`src/rtl/mcu51_pkg.sv`:
```
// Shared 8051 core constants: sequencer state codes,
// PSW bit positions and the extended ALU opcode slot.
package mcu51_pkg;

  localparam logic [1:0] ST_IDLE = 2'd0;
  localparam logic [1:0] ST_MUL  = 2'd1;
  localparam logic [1:0] ST_DIV  = 2'd2;
  localparam logic [1:0] ST_DONE = 2'd3;

  localparam int PSW_CY  = 7;
  localparam int PSW_AC  = 6;
  localparam int PSW_F0  = 5;
  localparam int PSW_RS1 = 4;
  localparam int PSW_RS0 = 3;
  localparam int PSW_OV  = 2;
  localparam int PSW_P   = 0;

  localparam logic [3:0] ALU_OP_EXT = 4'hf;

endpackage

```
`src/rtl/mul_div_step.sv`:
```
// One combinational iteration of shift-add multiply
// (LSB first) or restoring divide (MSB first).
module mul_div_step (
  input  logic       op_i,
  input  logic [8:0] acc_i,
  input  logic [7:0] sh_i,
  input  logic [7:0] opd_i,
  output logic [8:0] acc_o,
  output logic [7:0] sh_o
);

  logic [8:0] sum;
  logic [8:0] shl;
  logic [8:0] diff;

  always_comb begin
    sum   = {1'b0, acc_i[7:0]} + {1'b0, opd_i};
    shl   = {acc_i[7:0], sh_i[7]};
    diff  = shl - {1'b0, opd_i};
    acc_o = acc_i;
    sh_o  = sh_i;
    if (op_i) begin
      if (shl >= {1'b0, opd_i}) begin
        acc_o = diff;
        sh_o  = {sh_i[6:0], 1'b1};
      end else begin
        acc_o = shl;
        sh_o  = {sh_i[6:0], 1'b0};
      end
    end else begin
      // {acc, sh} is the 16-bit product register, shifted right
      if (sh_i[0]) begin
        acc_o = {1'b0, sum[8:1]};
        sh_o  = {sum[0], sh_i[7:1]};
      end else begin
        acc_o = {1'b0, acc_i[8:1]};
        sh_o  = {acc_i[0], sh_i[7:1]};
      end
    end
  end

endmodule

```
`src/rtl/mul_div_seq.sv`:
```
// Multi-cycle MUL AB / DIV AB sequencer for the
// reserved ALU opcode slot; stalls the core via busy.
module mul_div_seq
  import mcu51_pkg::*;
#(
  parameter int DATA_W = 8,
  parameter int CY_BIT = PSW_CY,
  parameter int OV_BIT = PSW_OV,
  parameter int P_BIT  = PSW_P
) (
  input  logic              clk,
  input  logic              rst_n,
  input  logic              start,
  input  logic              op,
  input  logic [DATA_W-1:0] a_in,
  input  logic [DATA_W-1:0] b_in,
  input  logic [DATA_W-1:0] psw_in,
  input  logic              flush,
  output logic              busy,
  output logic              done,
  output logic [DATA_W-1:0] ans_a,
  output logic [DATA_W-1:0] ans_b,
  output logic [DATA_W-1:0] psw_out
);

  logic [1:0] state_q, state_d;
  logic [2:0] cnt_q, cnt_d;
  logic       op_q, op_d;
  logic [8:0] acc_q, acc_d;
  logic [7:0] sh_q, sh_d;
  logic [7:0] opd_q, opd_d;
  logic [7:0] psw_q, psw_d;
  logic [7:0] ans_a_q, ans_a_d;
  logic [7:0] ans_b_q, ans_b_d;
  logic [7:0] pswo_q, pswo_d;

  logic [8:0] acc_n;
  logic [7:0] sh_n;

  function automatic logic [7:0] mk_psw(
    input logic [7:0] p,
    input logic       ov,
    input logic [7:0] a
  );
    logic [7:0] r;
    r         = p;
    r[CY_BIT] = 1'b0;
    r[OV_BIT] = ov;
    r[P_BIT]  = ^a;
    return r;
  endfunction

  mul_div_step u_step (
    .op_i  (op_q),
    .acc_i (acc_q),
    .sh_i  (sh_q),
    .opd_i (opd_q),
    .acc_o (acc_n),
    .sh_o  (sh_n)
  );

  always_comb begin
    state_d = state_q;
    cnt_d   = cnt_q;
    op_d    = op_q;
    acc_d   = acc_q;
    sh_d    = sh_q;
    opd_d   = opd_q;
    psw_d   = psw_q;
    ans_a_d = ans_a_q;
    ans_b_d = ans_b_q;
    pswo_d  = pswo_q;
    if (flush) begin
      state_d = ST_IDLE;
    end else begin
      unique case (state_q)
        ST_IDLE: begin
          if (start) begin
            op_d  = op;
            sh_d  = a_in;
            opd_d = b_in;
            psw_d = psw_in;
            acc_d = '0;
            cnt_d = '0;
            if (op && b_in == '0) begin
              state_d = ST_DONE;
              ans_a_d = a_in;
              ans_b_d = b_in;
              pswo_d  = mk_psw(psw_in, 1'b1, a_in);
            end else begin
              state_d = op ? ST_DIV : ST_MUL;
            end
          end
        end
        ST_MUL, ST_DIV: begin
          acc_d = acc_n;
          sh_d  = sh_n;
          cnt_d = cnt_q + 3'd1;
          if (cnt_q == 3'd7) begin
            // sh holds product low / quotient, acc high / remainder
            state_d = ST_DONE;
            ans_a_d = sh_n;
            ans_b_d = acc_n[7:0];
            pswo_d  = mk_psw(psw_q,
                             ~op_q & (|acc_n[7:0]),
                             sh_n);
          end
        end
        ST_DONE: state_d = ST_IDLE;
        default: state_d = ST_IDLE;
      endcase
    end
  end

  always_ff @(posedge clk or negedge rst_n) begin
    if (!rst_n) begin
      state_q <= ST_IDLE;
      cnt_q   <= '0;
      op_q    <= 1'b0;
      acc_q   <= '0;
      sh_q    <= '0;
      opd_q   <= '0;
      psw_q   <= '0;
      ans_a_q <= '0;
      ans_b_q <= '0;
      pswo_q  <= '0;
    end else begin
      state_q <= state_d;
      cnt_q   <= cnt_d;
      op_q    <= op_d;
      acc_q   <= acc_d;
      sh_q    <= sh_d;
      opd_q   <= opd_d;
      psw_q   <= psw_d;
      ans_a_q <= ans_a_d;
      ans_b_q <= ans_b_d;
      pswo_q  <= pswo_d;
    end
  end

  assign busy    = (state_q != ST_IDLE);
  assign done    = (state_q == ST_DONE);
  assign ans_a   = ans_a_q;
  assign ans_b   = ans_b_q;
  assign psw_out = pswo_q;

endmodule
```
`config.mk`:
```
export PLATFORM = sky130hd
export DESIGN_NAME = mul_div_seq
export DESIGN_NICKNAME = d
export VERILOG_FILES = /design/src/rtl/mcu51_pkg.sv /design/src/rtl/mul_div_step.sv /design/src/rtl/mul_div_seq.sv
export SDC_FILE = /design/constraint.sdc
export NUM_CORES = 1
export LEC_CHECK = 0
export ABC_AREA = 1
export CAP_MARGIN = 20
export CORE_MARGIN = 3
export CORE_UTILIZATION = 38
export CTS_CLUSTER_SIZE = 40
export DETAILED_ROUTE_END_ITERATION = 8
export GPL_TIMING_DRIVEN = 0
export SLEW_MARGIN = 20
export SYNTH_ARGS = -nofsm -noshare
export SYNTH_HDL_FRONTEND = slang
export SYNTH_HIERARCHICAL = 1
export SYNTH_SLANG_ARGS = --single-unit
```
`constraint.sdc`:
```
create_clock -name clk -period 3.12 [get_ports clk]
set_clock_uncertainty 0.15 [all_clocks]
set_input_delay 0.936 -clock clk [delete_from_list [all_inputs] [get_ports clk]]
set_output_delay 0.936 -clock clk [all_outputs]
set_load 0.02 [all_outputs]
```
==> flow_summary.ini <==
[clock_tree]
cts_resized = 0
clock_sinks = 59
post-cts-setup-buffers = 0
hold_buffers = 0
htree_levels = 3
ctsRootBufferMaster = clkbuf_8
clk_pin_slew_ns = 0.08
clock_path_buffers = 2
cts_tree = yes
cts_buffers = 9
clk_latency_ns = 0.35

[synthesis]
synth_top_cell_area_share = 0.351
yosys_warnings = 6
seq_area_frac_synth = 0.351
synth_flop_cell = dfrtp_1
synthesis.area_um2 = 4210
async_flop_share = 1.00
synth_seq_cells = 59
yosysUniqueCellTypes = 36
synthTopCellsByArea = dfrtp_1, nand2_1, o21ai_0, inv_1, ha_1
synth.avg_cell_area_um2 = 6.58
synth_edf_count = 0
synth_nets = 692
synth_area_leader_cell = dfrtp_1
synth_cells = 640

[timing]
drv_slew = 0
fin_ws_ns = 0.307
layout_min_cycle_time_ns = 2.81
finalHoldViolCount = 0
setup_viol = 0
worst_hold_slack_ns = 0.247
maxSlewHeadroom = 0.626
rsz0062_at_grt = no
fin_crit_sh = 0.902
max_freq_ghz = 0.356
tightest_slew_ns = 0.560

[route]
top_layer = met4
via_count = 4119
dr.pass1.iters = 4
met1_length_um = 5320
viasPerCell = 4.89
antenna_left = 0
dr_wl_met2_um = 5480
wl_per_cell_um = 13.4
dr_wl_met3_um = 367
drt_iter0_markers = 240
drt_wl_total_um = 11300
remaining_drc_errors = 0

[finish]
final_common_cell = nand2_1
diodes = 0
final_cell_mix = nand2_1, inv_1, dfrtp_1
syn2layout_area_growth_pct = 22.4
nets = 754
drive_gt1_frac = 0.0580

[power]
power_density_nw_per_um2 = 1110
p_total_mw = 5.73
p_leak_nw = 2.75
irDropWorstVdd_mv = 0.467

[worst_setup_path]
start_kind = register
crit_family = buffers and inverters
crit_arrival_ns = 1.73
end_kind = output port
path_cells = inv_1 -> ha_1 -> inv_1 -> clkdlybuf4s50_1
slowest_delay_ns = 0.60
slowest_stage = clkdlybuf4s50_1
worstPathMaxFanout = 4
crit_type = reg2out
critPathBufInv = 3
required_ns = 2.03
crit_top_cell = inv_1

[global_route]
grt_use_total = 0.191
grt_pass1_vias = 4129
grt_max_degree = 54
antenna_found_initial = 0
grt_pass1_wl_um = 19500
overflow = 0

[floorplan]
coreArea_um2 = 10600
rows = 37
die_area_um2 = 12400
num_io_pins = 55
initial_utilization = 0.399
die_y_um = 111
die_x_um = 111

[placed_design]
port_buffers = 50
place_congestion = 0.856
place_ws_ns = 0.284
place_hpwl_um = 8890

[hold_path]
hold_class = in2async

[outcome]
status = complete, no violations

[run]
max_cap_violations = 0
-- worst reg2reg max path: cells and delay by family, from the launching register on --
kind | cells | cell delay, ns
adders and majority gates | 1 | 0.37
DFF | 1 | 0.46
AOI/OAI and AO/OA | 1 | 0.36
buffers and inverters | 2 | 0.16
and+or+nand+nor | 12 | 1.00
-- synth_stat cells (2+ instances only) --
library cell  number
xor2_1             5
fa_1               2
buf_2              4
nand4_1            2
clkinv_1           3
clkbuf_1          11
o22ai_1            2
a21oi_1           12
nand3_1           39
nand3b_1           3
buf_6              2
dfrtp_1           59
nand3_2            3
ha_1              21
nand2_1          290
inv_1             72
inv_2              2
o21ai_0           58
buf_4              3
nand2_2            2
nor2_1            29
o211ai_1           2
-- state kept, by name, summed over array words and instances, names as in the netlist --
signal	flops
opd_q	8
sh_q	8
op_q	1
acc_q	9
ans_a	8
cnt_q	3
psw_out	7
ans_b	8
state_q	2
psw_q	5
-- per-stage QoR --
stage | TNS [ns] | cells | instance area [µm²] | util
floorplan | 0 | 640 | 4210 | -
global placement | -62.49 | 826 | 4880 | 0.463
detailed placement | 0 | 827 | 4910 | 0.465
CTS | 0 | 843 | 5150 | 0.488
global route | 0 | 843 | 5150 | 0.488
finish | 0 | 843 | 5150 | 0.488
-- final timing paths --
path | from | endpoint | slack (ns) | cells past startpoint
setup / recovery | state_q[0] | busy | 0.31 | 4
hold / removal | rst_n | ans_b[7] | 0.25 | 1
setup reg to reg | acc_q[1] | psw_out[0] | 0.51 | 16
hold reg to reg | ans_a[3] | ans_a[3] | 0.33 | 2
max in group asynchronous | rst_n | sh_q[1] | 2.08 | 2
min in group clk | ans_a[3] | ans_a[3] | 0.33 | 2
-- power breakdown --
part / internal [mW] / total, mW / switching [mW] / leakage (nW)
sequential: 1.09 / 1.34 / 0.245 / 0.752
clock: 0.537 / 0.890 / 0.353 / 0.120
combinational: 1.29 / 3.50 / 2.21 / 1.88
total: 2.92 / 5.73 / 2.81 / 2.75
-- metal layers --
layer	GRT usage	vias to the layer above
met4	0.0487	0
li1	-	2116
met3	0.0371	14
met1	0.254	1917
met5	0	-
met2	0.321	72
-- logic make-up after synthesis --
family | share of synthesized area
XOR/XNOR | 0.0125
adder cells (fa/ha/maj) | 0.0719
AO/OA/AOI/OAI | 0.0992
buffers and inverters | 0.0939
other | 0.000890
AND/OR/NAND/NOR | 0.371
flip-flops | 0.351
-- layout make-up --
type	count	area, µm²
fill	1119	5400
timing repair buffer	51	526
tap	136	170
clock inverter	7	124
buffer	20	106
clock buffer	9	124
multi-input combinational	484	2340
inverter	77	289
sequential	59	1480
(Power assumes the default switching activity.)
